`src/rtl/mips32_boot_ctrl_if.sv`:
```
// Host/core-facing bundle of the boot sequencer: program stream, imem write port,
// core control bits, register-file read port, dump stream and status flags.
interface mips32_boot_ctrl_if #(
  parameter int DATA_W = 32,
  parameter int ADDR_W = 10,
  parameter int REG_AW = 5
);
  logic              start;
  logic              prog_valid;
  logic              prog_ready;
  logic [DATA_W-1:0] prog_data;
  logic              prog_last;
  logic              imem_we;
  logic [ADDR_W-1:0] imem_addr;
  logic [DATA_W-1:0] imem_wdata;
  logic              cpu_clear;
  logic              cpu_run;
  logic              cpu_halted;
  logic [REG_AW-1:0] reg_rd_addr;
  logic [DATA_W-1:0] reg_rd_data;
  logic              dump_valid;
  logic              dump_ready;
  logic [REG_AW-1:0] dump_idx;
  logic [DATA_W-1:0] dump_data;
  logic [ADDR_W:0]   prog_count;
  logic              busy;
  logic              done;
  logic              timeout_err;
  logic              load_trunc;

  // master: host, core and memory side; slave: the sequencer
  modport master (
    output start, prog_valid, prog_data, prog_last, cpu_halted, reg_rd_data, dump_ready,
    input  prog_ready, imem_we, imem_addr, imem_wdata, cpu_clear, cpu_run, reg_rd_addr,
           dump_valid, dump_idx, dump_data, prog_count, busy, done, timeout_err, load_trunc
  );

  modport slave (
    input  start, prog_valid, prog_data, prog_last, cpu_halted, reg_rd_data, dump_ready,
    output prog_ready, imem_we, imem_addr, imem_wdata, cpu_clear, cpu_run, reg_rd_addr,
           dump_valid, dump_idx, dump_data, prog_count, busy, done, timeout_err, load_trunc
  );
endinterface

```
`src/rtl/mips32_boot_ctrl.sv`:
```
// Load / run / dump sequencer for the pipelined MIPS32 core: streams a program into imem,
// clears and runs the core until HLT or watchdog, then streams out a register window.
module mips32_boot_ctrl #(
  parameter int DATA_W    = 32,
  parameter int ADDR_W    = 10,
  parameter int REG_AW    = 5,
  parameter int DUMP_BASE = 0,
  parameter int NUM_DUMP  = 6,
  parameter int TIMEOUT   = 256
) (
  input  logic              clk1,
  input  logic              rst_n,
  mips32_boot_ctrl_if.slave bus
);

  localparam int                WD_W      = $clog2(TIMEOUT);
  localparam logic [WD_W-1:0]   WD_LAST   = WD_W'(TIMEOUT - 1);
  localparam logic [REG_AW-1:0] DUMP_LAST = REG_AW'(NUM_DUMP - 1);
  localparam logic [REG_AW-1:0] BASE_IDX  = REG_AW'(DUMP_BASE);

  typedef enum logic [2:0] {
    S_IDLE,
    S_LOAD,
    S_CLEAR,
    S_RUN,
    S_DUMP_RD,
    S_DUMP_OUT,
    S_DONE
  } state_e;

  state_e            state_q,       state_d;
  logic [ADDR_W:0]   prog_count_q,  prog_count_d;
  logic [WD_W-1:0]   wdog_q,        wdog_d;
  logic [REG_AW-1:0] dump_cnt_q,    dump_cnt_d;
  logic [REG_AW-1:0] dump_idx_q,    dump_idx_d;
  logic [DATA_W-1:0] dump_data_q,   dump_data_d;
  logic              timeout_err_q, timeout_err_d;
  logic              load_trunc_q,  load_trunc_d;

  logic [REG_AW-1:0] rd_addr;
  assign rd_addr = BASE_IDX + dump_cnt_q;

  // NOTE: state registers use non-blocking assignments so every flop samples pre-edge values.
  always_ff @(posedge clk1 or negedge rst_n) begin
    if (!rst_n) begin
      state_q       <= S_IDLE;
      prog_count_q  <= '0;
      wdog_q        <= '0;
      dump_cnt_q    <= '0;
      dump_idx_q    <= '0;
      dump_data_q   <= '0;
      timeout_err_q <= 1'b0;
      load_trunc_q  <= 1'b0;
    end else begin
      state_q       <= state_d;
      prog_count_q  <= prog_count_d;
      wdog_q        <= wdog_d;
      dump_cnt_q    <= dump_cnt_d;
      dump_idx_q    <= dump_idx_d;
      dump_data_q   <= dump_data_d;
      timeout_err_q <= timeout_err_d;
      load_trunc_q  <= load_trunc_d;
    end
  end

  // NOTE: every signal written here gets a default first, so no path can infer a latch.
  always_comb begin
    state_d        = state_q;
    prog_count_d   = prog_count_q;
    wdog_d         = wdog_q;
    dump_cnt_d     = dump_cnt_q;
    dump_idx_d     = dump_idx_q;
    dump_data_d    = dump_data_q;
    timeout_err_d  = timeout_err_q;
    load_trunc_d   = load_trunc_q;
    bus.prog_ready  = 1'b0;
    bus.imem_we     = 1'b0;
    bus.imem_wdata  = '0;
    bus.cpu_clear   = 1'b0;
    bus.cpu_run     = 1'b0;
    bus.reg_rd_addr = '0;
    bus.dump_valid  = 1'b0;

    unique case (state_q)
      S_IDLE, S_DONE: begin
        if (bus.start) begin
          state_d       = S_LOAD;
          prog_count_d  = '0;
          timeout_err_d = 1'b0;
          load_trunc_d  = 1'b0;
        end
      end

      S_LOAD: begin
        bus.prog_ready = 1'b1;
        if (bus.prog_valid) begin
          bus.imem_we    = 1'b1;
          bus.imem_wdata = bus.prog_data;
          prog_count_d   = prog_count_q + 1'b1;
          if (bus.prog_last) begin
            state_d = S_CLEAR;
          end else if (&prog_count_q[ADDR_W-1:0]) begin
            // Last imem slot filled without prog_last: stop rather than wrap.
            load_trunc_d = 1'b1;
            state_d      = S_CLEAR;
          end
        end
      end

      S_CLEAR: begin
        bus.cpu_clear = 1'b1;
        wdog_d        = '0;
        dump_cnt_d    = '0;
        state_d       = S_RUN;
      end

      S_RUN: begin
        bus.cpu_run = 1'b1;
        wdog_d      = wdog_q + 1'b1;
        if (bus.cpu_halted) begin
          state_d = S_DUMP_RD;
        end else if (wdog_q == WD_LAST) begin
          timeout_err_d = 1'b1;
          state_d       = S_DUMP_RD;
        end
      end

      S_DUMP_RD: begin
        bus.reg_rd_addr = rd_addr;
        dump_data_d     = bus.reg_rd_data;
        dump_idx_d      = rd_addr;
        state_d         = S_DUMP_OUT;
      end

      S_DUMP_OUT: begin
        bus.dump_valid = 1'b1;
        if (bus.dump_ready) begin
          if (dump_cnt_q == DUMP_LAST) begin
            state_d = S_DONE;
          end else begin
            dump_cnt_d = dump_cnt_q + 1'b1;
            state_d    = S_DUMP_RD;
          end
        end
      end

      default: state_d = S_IDLE;
    endcase
  end

  assign bus.imem_addr   = prog_count_q[ADDR_W-1:0];
  assign bus.prog_count  = prog_count_q;
  assign bus.dump_idx    = dump_idx_q;
  assign bus.dump_data   = dump_data_q;
  assign bus.timeout_err = timeout_err_q;
  assign bus.load_trunc  = load_trunc_q;
  assign bus.done        = (state_q == S_DONE);
  assign bus.busy        = (state_q != S_IDLE) && (state_q != S_DONE);

endmodule

```
`src/flat_wrapper.sv`:
```
// flat-port wrapper written by rule: the top's interface ports become plain ports
module mips32_boot_ctrl_flat 
#(
  parameter int DATA_W    = 32,
  parameter int ADDR_W    = 10,
  parameter int REG_AW    = 5,
  parameter int DUMP_BASE = 0,
  parameter int NUM_DUMP  = 6,
  parameter int TIMEOUT   = 256
)
  (clk1, rst_n, bus_start, bus_prog_valid, bus_prog_data, bus_prog_last, bus_cpu_halted, bus_reg_rd_data, bus_dump_ready, bus_prog_ready, bus_imem_we, bus_imem_addr, bus_imem_wdata, bus_cpu_clear, bus_cpu_run, bus_reg_rd_addr, bus_dump_valid, bus_dump_idx, bus_dump_data, bus_prog_count, bus_busy, bus_done, bus_timeout_err, bus_load_trunc);
  mips32_boot_ctrl_if #(.DATA_W(DATA_W), .ADDR_W(ADDR_W), .REG_AW(REG_AW)) bus_i ();
  input  logic clk1;
  input  logic rst_n;
  input wire logic [$bits(bus_i.start)-1:0] bus_start;
  input wire logic [$bits(bus_i.prog_valid)-1:0] bus_prog_valid;
  input wire logic [$bits(bus_i.prog_data)-1:0] bus_prog_data;
  input wire logic [$bits(bus_i.prog_last)-1:0] bus_prog_last;
  input wire logic [$bits(bus_i.cpu_halted)-1:0] bus_cpu_halted;
  input wire logic [$bits(bus_i.reg_rd_data)-1:0] bus_reg_rd_data;
  input wire logic [$bits(bus_i.dump_ready)-1:0] bus_dump_ready;
  output wire logic [$bits(bus_i.prog_ready)-1:0] bus_prog_ready;
  output wire logic [$bits(bus_i.imem_we)-1:0] bus_imem_we;
  output wire logic [$bits(bus_i.imem_addr)-1:0] bus_imem_addr;
  output wire logic [$bits(bus_i.imem_wdata)-1:0] bus_imem_wdata;
  output wire logic [$bits(bus_i.cpu_clear)-1:0] bus_cpu_clear;
  output wire logic [$bits(bus_i.cpu_run)-1:0] bus_cpu_run;
  output wire logic [$bits(bus_i.reg_rd_addr)-1:0] bus_reg_rd_addr;
  output wire logic [$bits(bus_i.dump_valid)-1:0] bus_dump_valid;
  output wire logic [$bits(bus_i.dump_idx)-1:0] bus_dump_idx;
  output wire logic [$bits(bus_i.dump_data)-1:0] bus_dump_data;
  output wire logic [$bits(bus_i.prog_count)-1:0] bus_prog_count;
  output wire logic [$bits(bus_i.busy)-1:0] bus_busy;
  output wire logic [$bits(bus_i.done)-1:0] bus_done;
  output wire logic [$bits(bus_i.timeout_err)-1:0] bus_timeout_err;
  output wire logic [$bits(bus_i.load_trunc)-1:0] bus_load_trunc;
  assign bus_i.start = bus_start;
  assign bus_i.prog_valid = bus_prog_valid;
  assign bus_i.prog_data = bus_prog_data;
  assign bus_i.prog_last = bus_prog_last;
  assign bus_i.cpu_halted = bus_cpu_halted;
  assign bus_i.reg_rd_data = bus_reg_rd_data;
  assign bus_i.dump_ready = bus_dump_ready;
  assign bus_prog_ready = bus_i.prog_ready;
  assign bus_imem_we = bus_i.imem_we;
  assign bus_imem_addr = bus_i.imem_addr;
  assign bus_imem_wdata = bus_i.imem_wdata;
  assign bus_cpu_clear = bus_i.cpu_clear;
  assign bus_cpu_run = bus_i.cpu_run;
  assign bus_reg_rd_addr = bus_i.reg_rd_addr;
  assign bus_dump_valid = bus_i.dump_valid;
  assign bus_dump_idx = bus_i.dump_idx;
  assign bus_dump_data = bus_i.dump_data;
  assign bus_prog_count = bus_i.prog_count;
  assign bus_busy = bus_i.busy;
  assign bus_done = bus_i.done;
  assign bus_timeout_err = bus_i.timeout_err;
  assign bus_load_trunc = bus_i.load_trunc;
  mips32_boot_ctrl #(.DATA_W(DATA_W), .ADDR_W(ADDR_W), .REG_AW(REG_AW), .DUMP_BASE(DUMP_BASE), .NUM_DUMP(NUM_DUMP), .TIMEOUT(TIMEOUT)) u_core (.clk1(clk1), .rst_n(rst_n), .bus(bus_i));
endmodule
```
`config.mk`:
```
export PLATFORM = sky130hd
export DESIGN_NAME = mips32_boot_ctrl_flat
export DESIGN_NICKNAME = d
export VERILOG_FILES = /design/src/rtl/mips32_boot_ctrl_if.sv /design/src/rtl/mips32_boot_ctrl.sv /design/src/flat_wrapper.sv
export SDC_FILE = /design/constraint.sdc
export NUM_CORES = 1
export LEC_CHECK = 0
export CAP_MARGIN = 20
export CORE_ASPECT_RATIO = 1.75
export CORE_MARGIN = 3
export CORE_UTILIZATION = 37
export CTS_BUF_LIST = sky130_fd_sc_hd__clkbuf_4
export CTS_CLUSTER_DIAMETER = 120
export DETAILED_ROUTE_END_ITERATION = 10
export GPL_ROUTABILITY_DRIVEN = 0
export GPL_TIMING_DRIVEN = 1
export PLACE_DENSITY = 0.79
export SYNTH_ARGS = -nofsm -noshare
export SYNTH_HDL_FRONTEND = slang
export SYNTH_SLANG_ARGS = --single-unit
export TNS_END_PERCENT = 1
```
`constraint.sdc`:
```
create_clock -name clk1 -period 1.7 [get_ports clk1]
set_input_delay 0.425 -clock clk1 [delete_from_list [all_inputs] [get_ports clk1]]
set_output_delay 0.425 -clock clk1 [all_outputs]
set_load 0.02 [all_outputs]
```
=== Word level (Yosys, flattened, before mapping) ===
Cells that the tools add are included.

* Output and inout bits: 104
* Flip-flop bits (word level): 66

* Muxes and demuxes: 33
* Eq/ne operators: 19
* Reductions and logical operators: 14
* Add/subtract/negate cells: 3

{| class="wikitable"
|+ Operators with widths
! cell !! count
|-
| 2-to-1 mux 32 bit || 2
|-
| 2-to-1 mux 11 bit || 2
|-
| case mux 11 bit (2 select lines) || 1
|-
| 2-to-1 mux 3 bit || 7
|-
| case mux 3 bit (6 select lines) || 1
|-
| case mux 8 bit (2 select lines) || 1
|-
| 2-to-1 mux 5 bit || 3
|-
| 2-to-1 mux 1 bit || 12
|-
| != test 2 bit (second input constant) || 6
|-
| adder 11 x 1 -> 11 bit (second input constant) || 1
|-
| case mux 5 bit (2 select lines) || 1
|-
| AND reduction 10 bit || 1
|-
| AND reduction 5 bit || 2
|-
| == test 3 bit (second input constant) || 3
|-
| adder 8 x 1 -> 8 bit (second input constant) || 1
|-
| == test 8 bit (second input constant) || 1
|-
| nonzero test 2 bit || 4
|-
| == test 3 x 2 -> 1 bit (second input constant) || 2
|-
| != test 3 x 2 -> 1 bit (second input constant) || 2
|-
| AND reduction 3 bit || 2
|-
| adder 5 x 1 -> 5 bit (second input constant) || 1
|-
| == test 5 x 3 -> 1 bit (second input constant) || 1
|-
| != test 2 x 1 -> 1 bit (second input constant) || 2
|-
| case mux 1 bit (2 select lines) || 2
|-
| other kinds (8) || 8
|}

=== Longest topological paths before layout ===
* Depth after elaboration: 5
* Mapped depth: 7

=== Worst setup path before layout ===
OpenSTA, ideal clock, no wires.

* Path type: reg2out
* Start: reg u_core.state_q[2]
* End: out bus_imem_wdata[22]
* Data arrival time: 1442 ps
* Stages on the path, launching flop included: 5
* Path slack: -167 ps
* Path through: dfrtp_1 nand4bb_2 inv_2 clkbuf_1 and2_1

* Longest elaborated chain between the ends: 2

{| class="wikitable"
|+ Ends and longest elaborated chain
! element !! line !! RTL
|-
| from (decl) || mips32_boot_ctrl.sv:31 || <nowiki>state_e state_q, state_d;</nowiki>
|-
| from (signal assigned) || mips32_boot_ctrl.sv:55 || <nowiki>state_q <= state_d;</nowiki>
|-
| == test 3 x 1 -> 1 bit || mips32_boot_ctrl.sv:84 || <nowiki>unique case (state_q)</nowiki>
|-
| 2-to-1 mux 32 bit || mips32_boot_ctrl.sv:84 ||
|-
| to (decl) || flat_wrapper.sv:25 || <nowiki>output wire logic [$bits(bus_i.imem_wdata)-1:0] bus_imem_wdata;</nowiki>
|}

Every way passes these cells.

=== Worst setup path after layout ===
* Start: reg u_core.state_q[1]
* End: out bus_imem_wdata[16]

Same word-level chain as after synthesis.

==> impl_metrics.toml <==
[route]
wl_met3_um = 840
vias = 3055
drcViolationCount = 0
drtIter0Drc = 154
highest_layer = "met4"
first_pass_iters = 4
met1_length_mm = 3.426
drt_wl_total_mm = 10.01
route.met2.wl_mm = 5.541
wl_per_cell_um = 16.06
drtAntennaViolNets = 0
vias_per_cell = 4.904

[clocking]
cts_root_buf = "clkbuf_4"
cts.sinks = 66
clock_latency_ns = 0.44
numCtsBuffers = 9
cts_tree = "built"
clk_pin_slew_worst_paths_ns = 0.12
clockBufferDepth = 2
h-tree-depth = 3

[logic_synthesis]
syn_inst = 303
ys_seq_area_share_pct = 49.51
synth.top_cell.area_share_pct = 49.51
synth_top_area_cell = "dfrtp_1"
ys.flop_type = "dfrtp_1"
synth_most_common_cell = "dfrtp_1"
ys_warn_count = 0
synth-async-reset-ratio_pct = 100.0
synthTopCellsByCount = "66 x dfrtp_1, 38 x and2_1, 38 x mux2_2"
ys_types = 43
synth_fp_nets = 378
syn_area_mm2 = 0.003336
ys_seq_elements = 66
synth_area_leaders = "dfrtp_1 50%, mux2_2 13%, and2_1 7.1%"
avgSynthCellArea_um2 = 11.01
synth_edf_count = 0

[worst_setup_path]
path_class = "flip-flop to primary output"
critPathTopFamily = "flip-flops"
worstSetupEndpointType = "primary output"
required_ns = 1.27
critPathMaxFanout = 8
critical_path_arrival_ns = 1.65
worst-path-buf-inv = 3
slowest_stage = "dfrtp_1"
cp-start-kind = "flip-flop"
path_cells = "nand4bb_4, clkinv_4, clkbuf_16, and2_4, buf_6"
critPathMaxStageDelay_ns = 0.41

[sta]
fin_skew_ns = 0.02098
hold_violations = 0
tightest_slew_ns = 0.4965
clock.fmax_ghz = 0.4825
setup_viol = 49
slew_viol_final = 0
grt_setup_unrepaired = "true"
finalCritPeriodShare_pct = 121.9
relSlewSlack_pct = 66.90
fin_ws_ns = -0.3726
whs_ns = 0.4825
min_period_ns = 2.073

[cells_and_area]
instances_no_fill = 623
fill_cells = 685
finalNetCount = 577
area_delta_synth_final_pct = 70.97
antenna_cells = 0
fin_util_pct = 65.35
drive_above_1_share_pct = 39.33

[global_route]
overflow = 0
grt_first_pass_wirelength_mm = 15.53
grt_max_degree = 29
antenna_found_initial = 0
grt_usage_pct = 19.07
grt_pass1_vias = 3227

[die]
num_io_pins = 175
rows = 45
dieWidth_um = 77.78
start_util_pct = 38.22
dieArea_mm2 = 0.01024
core_mm2 = 0.008727
dieHeight_um = 131.6

[placement]
dp_cells = 597
port_buffers = 174
post-place-ws_ns = -0.8330
dp_hpwl_mm = 7.557

[pwr]
p_per_area_mw_per_mm2 = 1483
ir_worst_vdd_v = 0.0009632
total_power_mw = 8.459
leakage_nw = 2.689

[status]
outcome = "finished, violations left"
violations = "negative setup slack"

[run]
max_cap_viol_count = 0

[hold_path]
hold_class = "flip-flop to flip-flop"
-- area by class of cell --
class	instances	area, um^2	area share (%)
well taps	117	146.4	2.567
multi-input cells	202	1629	28.57
repair buffers	216	2110	36.99
clock buffers	9	67.56	1.185
flip-flops and latches	66	1660	29.11
clock inverters	6	58.81	1.031
inverters	7	31.28	0.5485
-- worst reg2reg max path: stages (launching register included) --
cell and delay (ns):
dfrtp_1 0.41, buf_6 0.13, buf_8 0.13, xnor2_2 0.16, buf_4 0.15, a31oi_4 0.12, or4_1 0.51, a21oi_2 0.13
-- per-stage QoR --
step	TNS, ns	cell area, um^2
3_3_place_gp	-29.85	5354
3_5_place_dp	-31.20	5354
2_1_floorplan	-0.8739	3393
5_1_grt	-18.04	5703
6_report	-14.97	5703
4_1_cts	-13.82	5389
-- cell usage in the layout, fill, tap and decap left out, drive strengths merged, types with 14 or more instances in the layout --
cell type,instances
and2,38
buf,84
clkdlybuf4s15,14
clkdlybuf4s50,68
dfrtp,66
dlygate4sd2,47
mux2,38
nand2,16
nor2,15
o21ai,14
-- report_power, final --
part	internal, mW	switching [mW]
clock	0.429	0.587
combinational	2.50	2.43
sequential	2.15	0.362
total	5.08	3.38
-- path summary, 6_finish.rpt --
check,cells after the start,from,slack [ns],endpoint
hold reg to reg,2,u_core.bus.timeout_err,0.48,u_core.bus.timeout_err
max in group asynchronous,3,rst_n,0.68,u_core.bus.dump_data[12]
hold / removal,2,u_core.bus.timeout_err,0.48,u_core.bus.timeout_err
min in group asynchronous,2,rst_n,0.50,u_core.bus.prog_count[9]
setup reg to reg,7,u_core.state_q[2],-0.12,u_core.bus.prog_count[7]
setup / recovery,5,u_core.state_q[1],-0.37,bus_imem_wdata[16]
-- cell families (layout without fill, tap and decap cells) --
logic type / count (synthesis) / in the layout / synth area share (%)
compound gates: 33 / 33 / 6.414
flops: 66 / 66 / 49.51
simple gates: 111 / 111 / 19.02
mux: 46 / 46 / 15.23
fa+ha+maj: 4 / 4 / 1.500
xor+xnor: 8 / 8 / 2.326
buf+inv: 35 / 238 / 6.001
-- registers in the layout (all words and copies together), names as in the netlist --
| register | flops |
|---|---|
| u_core.bus.dump_data | 32 |
| u_core.bus.prog_count | 11 |
| u_core.bus.dump_idx | 5 |
| u_core.wdog_q | 8 |
| u_core.state_q | 3 |
| u_core.bus.timeout_err | 1 |
| u_core.bus.load_trunc | 1 |
| u_core.dump_cnt_q | 5 |
-- metal layers --
metal  track usage, %  vias up
met4            8.812        0
li1                 -     1438
met1            18.43     1456
met3            5.418       15
met5                0        -
met2            35.93      146
-- repair_timing --
| action | 4_1_cts | 5_1_grt |
|---|---|---|
| setup buffers | 2 | 4 |
| endpoints found under the setup margin | 112 | 71 |
| hold endpoints to repair | 18 | 0 |
| gates resized for setup | 300 | 78 |
| hold buffers | 1 | 0 |
| pin swaps | 7 | 27 |
| cloned | 0 | 4 |
(Power assumes the default switching activity.)
